### src/rtl/mem_responder_if.sv
// CPU-side request/response bus plus the RAM port of the memory responder.
// The slave modport is the responder; the master modport is the CPU/RAM side.
interface mem_responder_if #(
  parameter int ADDR_W = 12
);
  logic              i_start;
  logic              i_write;
  logic [31:0]       i_addr;
  logic [31:0]       i_wdata;
  logic [1:0]        i_size;
  logic              i_unsigned;
  logic              o_bus_DV;
  logic [31:0]       o_rdata;
  logic              o_error;
  logic              o_busy;
  logic [ADDR_W-1:0] o_mem_addr;
  logic              o_mem_re;
  logic              o_mem_we;
  logic [3:0]        o_mem_be;
  logic [31:0]       o_mem_wdata;
  logic [31:0]       i_mem_rdata;

  modport slave (
    input  i_start, i_write, i_addr, i_wdata, i_size, i_unsigned, i_mem_rdata,
    output o_bus_DV, o_rdata, o_error, o_busy,
    output o_mem_addr, o_mem_re, o_mem_we, o_mem_be, o_mem_wdata
  );

  modport master (
    output i_start, i_write, i_addr, i_wdata, i_size, i_unsigned, i_mem_rdata,
    input  o_bus_DV, o_rdata, o_error, o_busy,
    input  o_mem_addr, o_mem_re, o_mem_we, o_mem_be, o_mem_wdata
  );
endinterface

### src/rtl/mem_responder.sv
// Turns one CPU load/store strobe into a single RAM access with optional wait
// states, lane steering for sub-word stores and extension for sub-word loads.
module mem_responder #(
  parameter int ADDR_W      = 12,
  parameter int WAIT_CYCLES = 0
) (
  input  logic           i_clk,
  input  logic           i_rst_n,
  mem_responder_if.slave bus
);

  typedef enum logic [1:0] {IDLE, WAIT, ACCESS, RESP} state_t;

  localparam logic [3:0] WAIT_LOAD = 4'(WAIT_CYCLES);

  state_t            state;
  state_t            state_next;
  logic [3:0]        wait_cnt;
  logic [3:0]        wait_cnt_next;

  logic              write_q;
  logic              unsigned_q;
  logic              error_q;
  logic [1:0]        size_q;
  logic [ADDR_W+1:0] addr_q;
  logic [31:0]       wdata_q;
  logic [31:0]       rdata_q;

  logic              accept;
  logic              req_error;
  logic [7:0]        load_byte;
  logic [15:0]       load_half;
  logic [31:0]       load_data;
  logic [3:0]        store_be;
  logic [31:0]       store_wdata;

  assign accept = (state == IDLE) && bus.i_start;

  // Misaligned, undefined-size or out-of-range requests never touch the RAM.
  always_comb begin
    req_error = 1'b0;
    if (bus.i_size == 2'b11)
      req_error = 1'b1;
    if ((bus.i_size == 2'b01) && bus.i_addr[0])
      req_error = 1'b1;
    if ((bus.i_size == 2'b10) && (bus.i_addr[1:0] != 2'b00))
      req_error = 1'b1;
    if ((bus.i_addr >> (ADDR_W + 2)) != 32'd0)
      req_error = 1'b1;
  end

  always_ff @(posedge i_clk) begin
    if (!i_rst_n) begin
      state      <= IDLE;
      wait_cnt   <= 4'd0;
      rdata_q    <= 32'd0;
      write_q    <= 1'b0;
      unsigned_q <= 1'b0;
      error_q    <= 1'b0;
      size_q     <= 2'b00;
      addr_q     <= '0;
      wdata_q    <= 32'd0;
    end else begin
      state    <= state_next;
      wait_cnt <= wait_cnt_next;
      if (accept) begin
        write_q    <= bus.i_write;
        unsigned_q <= bus.i_unsigned;
        error_q    <= req_error;
        size_q     <= bus.i_size;
        addr_q     <= bus.i_addr[ADDR_W+1:0];
        wdata_q    <= bus.i_wdata;
      end
      if (state == RESP)
        rdata_q <= load_data;
    end
  end

  always_comb begin
    state_next    = state;
    wait_cnt_next = wait_cnt;
    case (state)
      IDLE: begin
        if (accept) begin
          if (req_error) begin
            state_next = RESP;
          end else if (WAIT_CYCLES > 0) begin
            state_next    = WAIT;
            wait_cnt_next = WAIT_LOAD;
          end else begin
            state_next = ACCESS;
          end
        end
      end
      WAIT: begin
        wait_cnt_next = wait_cnt - 4'd1;
        if (wait_cnt <= 4'd1)
          state_next = ACCESS;
      end
      ACCESS: state_next = RESP;
      RESP:   state_next = IDLE;
      default: begin
        state_next    = IDLE;
        wait_cnt_next = 4'd0;
      end
    endcase
  end

  // Stores replicate the narrow datum across lanes so the RAM only needs byte enables.
  always_comb begin
    store_be    = 4'b1111;
    store_wdata = wdata_q;
    case (size_q)
      2'b00: begin
        store_be    = 4'b0001 << addr_q[1:0];
        store_wdata = {4{wdata_q[7:0]}};
      end
      2'b01: begin
        store_be    = addr_q[1] ? 4'b1100 : 4'b0011;
        store_wdata = {2{wdata_q[15:0]}};
      end
      default: begin
        store_be    = 4'b1111;
        store_wdata = wdata_q;
      end
    endcase
  end

  // RAM data arrives during RESP, so the load result is steered from it live.
  always_comb begin
    load_byte = bus.i_mem_rdata[{addr_q[1:0], 3'b000} +: 8];
    load_half = addr_q[1] ? bus.i_mem_rdata[31:16] : bus.i_mem_rdata[15:0];
    load_data = 32'd0;
    if (!write_q && !error_q) begin
      case (size_q)
        2'b00:   load_data = {{24{~unsigned_q & load_byte[7]}}, load_byte};
        2'b01:   load_data = {{16{~unsigned_q & load_half[15]}}, load_half};
        default: load_data = bus.i_mem_rdata;
      endcase
    end
  end

  always_comb begin
    bus.o_busy      = (state != IDLE);
    bus.o_bus_DV    = (state == RESP);
    bus.o_error     = (state == RESP) && error_q;
    bus.o_rdata     = (state == RESP) ? load_data : rdata_q;
    bus.o_mem_addr  = '0;
    bus.o_mem_re    = 1'b0;
    bus.o_mem_we    = 1'b0;
    bus.o_mem_be    = 4'b0000;
    bus.o_mem_wdata = 32'd0;
    if (state == ACCESS) begin
      bus.o_mem_addr = addr_q[ADDR_W+1:2];
      bus.o_mem_re   = ~write_q;
      bus.o_mem_we   = write_q;
      if (write_q) begin
        bus.o_mem_be    = store_be;
        bus.o_mem_wdata = store_wdata;
      end else begin
        bus.o_mem_be = 4'b1111;
      end
    end
  end

endmodule

### src/flat_wrapper.sv
// flat-port wrapper written by rule: the top's interface ports become plain ports
module mem_responder_flat 
#(
  parameter int ADDR_W      = 12,
  parameter int WAIT_CYCLES = 0
)
  (i_clk, i_rst_n, bus_i_start, bus_i_write, bus_i_addr, bus_i_wdata, bus_i_size, bus_i_unsigned, bus_i_mem_rdata, bus_o_bus_DV, bus_o_rdata, bus_o_error, bus_o_busy, bus_o_mem_addr, bus_o_mem_re, bus_o_mem_we, bus_o_mem_be, bus_o_mem_wdata);
  mem_responder_if #(.ADDR_W(ADDR_W)) bus_i ();
  input  logic i_clk;
  input  logic i_rst_n;
  input wire logic [$bits(bus_i.i_start)-1:0] bus_i_start;
  input wire logic [$bits(bus_i.i_write)-1:0] bus_i_write;
  input wire logic [$bits(bus_i.i_addr)-1:0] bus_i_addr;
  input wire logic [$bits(bus_i.i_wdata)-1:0] bus_i_wdata;
  input wire logic [$bits(bus_i.i_size)-1:0] bus_i_size;
  input wire logic [$bits(bus_i.i_unsigned)-1:0] bus_i_unsigned;
  input wire logic [$bits(bus_i.i_mem_rdata)-1:0] bus_i_mem_rdata;
  output wire logic [$bits(bus_i.o_bus_DV)-1:0] bus_o_bus_DV;
  output wire logic [$bits(bus_i.o_rdata)-1:0] bus_o_rdata;
  output wire logic [$bits(bus_i.o_error)-1:0] bus_o_error;
  output wire logic [$bits(bus_i.o_busy)-1:0] bus_o_busy;
  output wire logic [$bits(bus_i.o_mem_addr)-1:0] bus_o_mem_addr;
  output wire logic [$bits(bus_i.o_mem_re)-1:0] bus_o_mem_re;
  output wire logic [$bits(bus_i.o_mem_we)-1:0] bus_o_mem_we;
  output wire logic [$bits(bus_i.o_mem_be)-1:0] bus_o_mem_be;
  output wire logic [$bits(bus_i.o_mem_wdata)-1:0] bus_o_mem_wdata;
  assign bus_i.i_start = bus_i_start;
  assign bus_i.i_write = bus_i_write;
  assign bus_i.i_addr = bus_i_addr;
  assign bus_i.i_wdata = bus_i_wdata;
  assign bus_i.i_size = bus_i_size;
  assign bus_i.i_unsigned = bus_i_unsigned;
  assign bus_i.i_mem_rdata = bus_i_mem_rdata;
  assign bus_o_bus_DV = bus_i.o_bus_DV;
  assign bus_o_rdata = bus_i.o_rdata;
  assign bus_o_error = bus_i.o_error;
  assign bus_o_busy = bus_i.o_busy;
  assign bus_o_mem_addr = bus_i.o_mem_addr;
  assign bus_o_mem_re = bus_i.o_mem_re;
  assign bus_o_mem_we = bus_i.o_mem_we;
  assign bus_o_mem_be = bus_i.o_mem_be;
  assign bus_o_mem_wdata = bus_i.o_mem_wdata;
  mem_responder #(.ADDR_W(ADDR_W), .WAIT_CYCLES(WAIT_CYCLES)) u_core (.i_clk(i_clk), .i_rst_n(i_rst_n), .bus(bus_i));
endmodule
### config.mk
export PLATFORM = sky130hd
export DESIGN_NAME = mem_responder_flat
export DESIGN_NICKNAME = d
export VERILOG_FILES = /design/src/rtl/mem_responder_if.sv /design/src/rtl/mem_responder.sv /design/src/flat_wrapper.sv
export SDC_FILE = /design/constraint.sdc
export NUM_CORES = 1
export LEC_CHECK = 0
export ABC_AREA = 0
export CORE_UTILIZATION = 44
export DETAILED_ROUTE_END_ITERATION = 10
export PLACE_DENSITY = 0.85
export SLEW_MARGIN = 20
export SYNTH_ARGS = -nofsm -noshare
export SYNTH_HDL_FRONTEND = slang
export SYNTH_SLANG_ARGS = --single-unit
### constraint.sdc
create_clock -name i_clk -period 2.34 [get_ports i_clk]
set_input_delay 0.234 -clock i_clk [delete_from_list [all_inputs] [get_ports i_clk]]
set_output_delay 0.234 -clock i_clk [all_outputs]
set_load 0.02 [all_outputs]
== Yosys cells after proc, flatten, opt, wreduce, memory -nomap -nowiden ==
Index checks and enable logic that the tools add are counted.
Storage, ports and cells
  register bits after elaboration: 89
  word-level logic and storage cells: 61
Cells by class
  $add $sub $neg: 1
  $lt $le $gt $ge: 1
  eq/ne operators: 9
  shift-type cells: 2
  muxes and demuxes: 22
  bitwise gates (word level): 4
  reductions and logical operators: 13
Operators by type and width (count)
  2-to-1 mux 32 bit: 4
  case mux 32 bit (2 select lines): 2
  nonzero test 32 bit: 1
  variable part select 32 x 6 -> 8 bit: 1
  2-to-1 mux 16 bit: 1
  2-to-1 mux 12 bit: 1
  2-to-1 mux 4 bit: 3
  equality test 2 bit, second input constant: 4
  case mux 2 bit (4 select lines): 1
  case mux 4 bit (2 select lines): 1
  2-to-1 mux 1 bit: 7
  equality test 2 x 1 -> 1 bit, second input constant: 3
  logical AND 1 bit: 5
  less-or-equal comparator 4 x 1 -> 1 bit, second input constant: 1
  logical NOT 2 bit: 2
  2-to-1 mux 2 bit: 2
  != test 2 x 1 -> 1 bit, second input constant: 2
  nonzero test 2 bit: 2
  left shift 1 x 2 -> 4 bit, first input constant: 1
  subtractor 4 x 1 -> 4 bit, second input constant: 1
  AND 1 bit: 2
  logical NOT 1 bit: 2
  NOT 1 bit: 2
  AND reduction 2 bit: 1

== Logic depth before layout (Yosys ltp) ==
Gate-level depths: netlist (run 1).
  word-level depth: 8
  gate-level depth with buffers: 7
  gate-level depth less buffers: 6

== Worst setup path after synthesis (run 1) ==
Ideal clock, no wire load.
  path kind: flip-flop to output port
  start point: register u_core.addr_q[1]
  end point: output bus_o_rdata[0]
  data arrival time: 1.714 ns
  data required time: 2.106 ns
  slack: 0.392 ns
  cell stages (with the launch flop): 6
  cell sequence: dfxtp_1 -> clkbuf_1 -> buf_2 -> o21bai_1 -> a222oi_1 -> o21ai_0
Between the ends
  longest elaborated chain between the ends: 4
  elaborated cells on any way between the ends: 5
  those cells by class: shift: 1; mux: 4
Ends and longest elaborated chain
  start: declaration: RTL line mem_responder.sv:25  | logic [ADDR_W+1:0] addr_q;
  start signal: assignment: RTL line mem_responder.sv:71  | addr_q <= bus.i_addr[ADDR_W+1:0];
  variable part select 32 x 6 -> 8 bit / 2-to-1 mux 16 bit (equally long branches): RTL line mem_responder.sv:131, mem_responder.sv:132
  case mux 32 bit (2 select lines) (*): RTL line mem_responder.sv:135  | case (size_q)
  2-to-1 mux 32 bit (*): RTL line mem_responder.sv:134  | if (!write_q && !error_q) begin
  2-to-1 mux 32 bit (*): RTL line mem_responder.sv:147  | bus.o_rdata = (state == RESP) ? load_data : rdata_q;
  end: declaration: RTL line flat_wrapper.sv:19  | output wire logic [$bits(bus_i.o_rdata)-1:0] bus_o_rdata;
Every way passes the cells marked *; elsewhere a longest branch is shown, timed or not.

== Worst setup path in the final report (run 1) ==
  start point: register u_core.addr_q[1]
  end point: output bus_o_rdata[10]
Between the ends
  longest elaborated chain between the ends: 5
  elaborated cells on any way between the ends: 6
  those cells by class: shift: 1; mux: 4; bitwise: 1
Ends and longest elaborated chain
  variable part select 32 x 6 -> 8 bit: RTL line mem_responder.sv:131  | load_byte = bus.i_mem_rdata[{addr_q[1:0], 3'b000} +: 8];
  AND 1 bit: RTL line mem_responder.sv:136  | 2'b00: load_data = {{24{~unsigned_q & load_byte[7]}}, load_byte};
  case mux 32 bit (2 select lines) (*): RTL line mem_responder.sv:135
  2-to-1 mux 32 bit (*): RTL line mem_responder.sv:134
  2-to-1 mux 32 bit (*): RTL line mem_responder.sv:147
Marked as above.

==> impl_metrics.yaml, run 1 <==
global_routing:
  overflow: 0
  grt_max_degree: 53
  grt_pass1_vias: 4999
  antenna_found_initial: 0
  grt.total_usage: 0.2794
  grt_pass1_wl_um: 24980
cells_and_area:
  drive_gt1_frac: 0.1156
  area_delta_synth_final_pct: 49.57
  antenna_cells: 0
  layout.nets: 897
  final_util: 0.6847
  fillers: 891
place:
  dpl.hpwl_um: 11610
  gp_congestion: 0.9069
  numPortBuffers: 187
routing:
  top_layer_used: "met4"
  met2_wirelength_um: 7614
  dr.first_iter.drc_count: 311
  finalWirelength_um: 15670
  vias_per_cell: 5.571
  wl_met1_um: 6376
  dr_total_vias: 5192
  wl_met3_um: 1282
  detail-route-antenna-nets: 0
  route.detailed.drc: 0
  drt_first_pass_iters: 5
  wl_per_cell_um: 16.82
pwr:
  power_density_mw_per_mm2: 699.6
  p_clk_frac: 0.233
  p_comb_frac: 0.392
  swShare: 0.3493
  seqPwrFrac: 0.375
  intPower_mw: 3.247
  irDropWorstVdd_v: 0.0003599
  p_sw_mw: 1.743
  leakagePower_nw: 3.032
timing:
  skew_ps: 6.816
  fmax_mhz: 437.6
  post-route-min-period_ps: 2285
  finalHoldViolations: 0
  maxSlewHeadroom: 0.7072
  slew_viol_final: 0
  period_share: 0.9765
  setup_violations: 0
  worst-slew-pin-transition_ps: 435.2
  tns_ps: 0
clocking:
  numCtsBuffers: 9
  cts_tree: "built"
  clk_pin_slew_ps: 80
  h-tree-depth: 3
  root_buffer: "clkbuf_8"
  clk_path_buf_depth: 2
  hold_buffers: 0
  cts_sinks: 89
  clk_latency_ps: 360
yosys:
  synth.most_common_cell: "nand2_1"
  synth_ff_type: "dfxtp_1"
  yosys_warnings: 0
  synthTopCellsByArea: "dfxtp_1 37%, nand2_1 10%, a21boi_0 4.3%"
  syn_avg_cell_area_um2: 7.830
  ys_ff_latch: 89
  synthTopCellsByCount: "133 x nand2_1, 89 x dfxtp_1, 34 x clkbuf_1, 32 x nor2_1, 28 x a21oi_1"
  synth.distinct_cells: 47
  synthCells: 609
  yosysTopAreaCellShare: 0.3737
  ys_seq_area_frac: 0.3737
  synth_nets: 714
  yosysTopAreaCell: "dfxtp_1"
  synth_edf_count: 0
  async_reset_ff_frac: 0
  syn_area_mm2: 0.004768
status:
  status: "finished, final reports clean"
die:
  design.core.area_mm2: 0.01042
  initial_core_util: 0.4578
  rows: 37
  die_w_um: 106.1
  ioPinCount: 188
  dieHeight_um: 106.1
  dieArea_mm2: 0.01126
critical_path:
  r2r_slack_ps: 640
  critPathKind: "register to output pin"
  endpoint_kind: "output pin"
  path_max_fanout: 5
  crit_required_ps: 2110
  crit_path_start_kind: "register"
  arrival_ps: 2050
worst_hold_path:
  hold_class: "primary input to register"
run:
  cap_violations: 0
## metrics by stage
stage / hold slack, ps / setup WS (ps) / cells / total power [mW] / area, um^2
after floorplan: 368.8 / 391.6 / 609 / 2.973 / 4768
after global placement: 436.9 / -268.8 / 911 / 3.773 / 6845
after detailed placement: 440.4 / -334.4 / 911 / 3.828 / 6845
after CTS: 291.7 / 0.5815 / 929 / 4.975 / 7098
after global routing: 307.2 / -15.80 / 932 / 5.259 / 7132
final: 301.0 / 54.97 / 932 / 4.989 / 7132
## cell families (layout without fill, tap and decap cells)
group	Yosys count	in the layout	synth area share
DFF	89	89	0.3737
and+or+nand+nor	262	262	0.2653
buffers and inverters	57	244	0.04986
AOI/OAI and AO/OA	176	176	0.2553
muxes	20	20	0.04513
adders and majority gates	2	2	0.005247
xor gates and xnor gates	3	3	0.005511
## worst paths after layout
kind | depth (start not counted) | end | start
max | 6 | bus_o_rdata[10] | u_core.addr_q[1]
min | 2 | u_core.rdata_q[20] | i_rst_n
max reg2reg | 6 | u_core.rdata_q[9] | u_core.addr_q[1]
min reg2reg | 2 | u_core.addr_q[8] | u_core.addr_q[8]
## flip-flops by register name (all words and copies together), names as in the netlist
signal	cells
u_core.wait_cnt	4
u_core.error_q	1
u_core.wdata_q	32
u_core.rdata_q	32
u_core.addr_q	14
u_core.unsigned_q	1
u_core.state	2
u_core.write_q	1
u_core.size_q	2
## final cells by class
type                            count  area (um^2)  area share
Clock buffer                       12        145.1     0.02035
Multi-Input combinational cell    463         2776      0.3893
Clock inverter                      3        65.06    0.009123
Sequential cell                    89         1793      0.2514
Inverter                            6        22.52    0.003158
Timing Repair Buffer              223         2160      0.3028
Tap cell                          136        170.2     0.02386
## per-layer routing
layer / track usage / up-vias
met4: 0.1081 / 0
met2: 0.4796 / 248
met3: 0.05886 / 32
met5: 0 / -
li1: - / 2459
met1: 0.3401 / 2453
## cell usage in the layout (no fill, tap or decap), types with 12 or more instances in the layout
| cell | n |
|---|---|
| dfxtp_1 | 84 |
| nor2b_1 | 12 |
| nand2_1 | 132 |
| mux2i_1 | 16 |
| a21oi_1 | 28 |
| a21boi_1 | 23 |
| o21a_1 | 17 |
| clkdlybuf4s50_1 | 117 |
| buf_4 | 30 |
| a21boi_0 | 27 |
| o21ai_0 | 23 |
| or2_1 | 16 |
| a22o_1 | 16 |
| and2_1 | 25 |
| dlygate4sd2_1 | 36 |
| nor2_1 | 32 |
| clkdlybuf4s15_2 | 19 |
## critical path, cell delays in order, from the launching register on
cell,delay (ps)
dfxtp_4,380
buf_4,130
mux4_2,510
nand3b_1,120
buf_4,120
a31oi_1,90
dlygate4sd2_1,340
## power groups by stage
stage / combinational [mW] / clock, mW / sequential [mW]
after floorplan: 1.13 / 0 / 1.85
after global placement: 1.89 / 0 / 1.88
final: 1.96 / 1.16 / 1.87
after global routing: 2.12 / 1.24 / 1.90
after CTS: 1.94 / 1.18 / 1.86
after detailed placement: 1.93 / 0 / 1.89
## timing repair
item                       in CTS  in global routing
setup buffers                   3                  3
setup endpoints to repair      73                 40
gates resized for setup       131                 23
pin swaps                       7                  8
(Power assumes the default switching activity.)
==> run 2: changes to the inputs <==
- SLEW_MARGIN: 20 -> default
==> results of run 2 <==
The final DEF is identical to that of run 1; final timing and power are the same.
==> run 3: changes to the inputs <==
- CTS_CLUSTER_SIZE: default -> 25
- clock period: 2.34 -> 2.5 ns (I/O delays scaled with it)
==> impl_metrics.yaml, run 3 (synthesized netlist as in run 1, its figures left out) <==
status:
  status: "finished, final reports clean"
clocking:
  clk_path_buf_depth: 2
  root_buffer: "clkbuf_8"
  cts_tree: "built"
  cts_sinks: 89
  clk_latency_ps: 360
  clk_pin_slew_ps: 80
  hold_buffers: 0
  h-tree-depth: 3
  numCtsBuffers: 9
routing:
  finalWirelength_um: 15840
  dr_total_vias: 5184
  detail-route-antenna-nets: 0
  route.detailed.drc: 0
  dr.first_iter.drc_count: 313
  vias_per_cell: 5.556
  wl_per_cell_um: 16.98
  drt_first_pass_iters: 5
place:
  numPortBuffers: 187
  dp.cells: 907
  dpl.hpwl_um: 11710
  gp_congestion: 0.9401
die:
  ioPinCount: 188
  design.core.area_mm2: 0.01042
  dieArea_mm2: 0.01126
  die_w_um: 106.1
  initial_core_util: 0.4578
  dieHeight_um: 106.1
  rows: 37
global_routing:
  grt_max_degree: 51
  overflow: 0
  grt.total_usage: 0.2852
  antenna_found_initial: 0
  grt_pass1_vias: 5153
  grt_pass1_wl_um: 25470
timing:
  post-route-min-period_ps: 2389
  maxSlewHeadroom: 0.7156
  skew_ps: 6.441
  setup_violations: 0
  finalHoldViolations: 0
  period_share: 0.9556
  slew_viol_final: 0
  rsz0062_at_grt: "no"
  tns_ps: 0
  fmax_mhz: 418.6
  worst-slew-pin-transition_ps: 425.7
pwr:
  leakagePower_nw: 2.910
  irDropWorstVdd_v: 0.0003075
  power_density_mw_per_mm2: 643.0
cells_and_area:
  final_common_cell: "clkdlybuf4s50_1"
  area_delta_synth_final_pct: 48.73
  layout.nets: 898
  final_cells: 933
  reg.largest.list: "u_core.rdata_q (32), u_core.wdata_q (32), u_core.addr_q (14)"
  final_cell_mix: "152 x clkdlybuf4s50_1, 132 x nand2_1, 84 x dfxtp_1"
  antenna_cells: 0
  drive_gt1_frac: 0.08532
critical_path:
  slowest_delay_ps: 400
  arrival_ps: 2140
  slowest_stage: "dfxtp_4"
  critPathKind: "register to output pin"
  endpoint_kind: "output pin"
  r2r_slack_ps: 460
  path_max_fanout: 18
  crit_path_start_kind: "register"
  crit_chain: "mux2_2, mux2i_2, nor4_4, buf_6, or2_1, dlygate4sd2_1"
  crit_required_ps: 2250
run:
  cap_violations: 0
worst_hold_path:
  hold_class: "primary input to register"
run 3: cell types whose count changed in the layout (fill, tap and decap cells not counted), sizes merged, moves of 2 or more:
cell,previous run,this run
clkdlybuf4s15,22,2
dlymetal6s2s,5,3
buf,40,37
clkdlybuf4s50,117,152
dlygate4sd2,36,28
run 3: worst paths after layout:
check,from,endpoint,cells after the start
setup reg to reg,u_core.addr_q[1],u_core.rdata_q[1],10
setup / recovery,u_core.addr_q[1],bus_o_rdata[16],6
hold reg to reg,u_core.addr_q[4],u_core.addr_q[4],2
hold / removal,i_rst_n,u_core.rdata_q[19],2
run 3: metal layers:
layer,wire length (um),GRT usage,vias to the layer above,part of all wire
met4,255,0.1002,0,0.016
met3,1205,0.05825,19,0.076
met1,6589,0.3498,2465,0.42
met2,7792,0.4926,239,0.49
met5,0,0,-,0
li1,-,-,2461,-
run 3: power by group:
part	leakage [nW]	internal [mW]	switching [mW]
clock	0.0957	0.513	0.493
sequential	0.727	1.61	0.147
combinational	2.09	0.815	0.986
run 3: critical path: cells and delay by family (launching register included):
kind	cells	cell delay [ps]
flops	1	400
simple gates	2	290
buf+inv	2	470
mux	2	600
run 3: final cells by class:
type,instances,area (um^2)
Timing Repair Buffer,224,2146
Multi-Input combinational cell,463,2766
Inverter,6,22.52
Clock buffer,13,158.9
Sequential cell,89,1790
Clock inverter,2,37.54
Tap cell,136,170.2
Fill cell,907,3324
run 3: repair_timing:
action / in CTS / in global routing
resized for setup: 38 / 17
setup endpoints to repair: 35 / 38
pin swaps: 3 / 1
setup buffers: 10 / 1
run 3: through the flow:
stage               utilization  hold WS (ps)  worst slack (ps)  power [mW]  area, um^2
floorplan                     -         384.8             535.6       2.783        4768
detailed placement       0.6531         446.9            -206.7       3.554        6803
global route             0.6808         342.4             4.074       4.811        7092
finish                   0.6808         326.3             110.9       4.560        7092
CTS                      0.6774         311.2             18.16       4.549        7056
global placement         0.6531         437.6            -132.6       3.503        6803
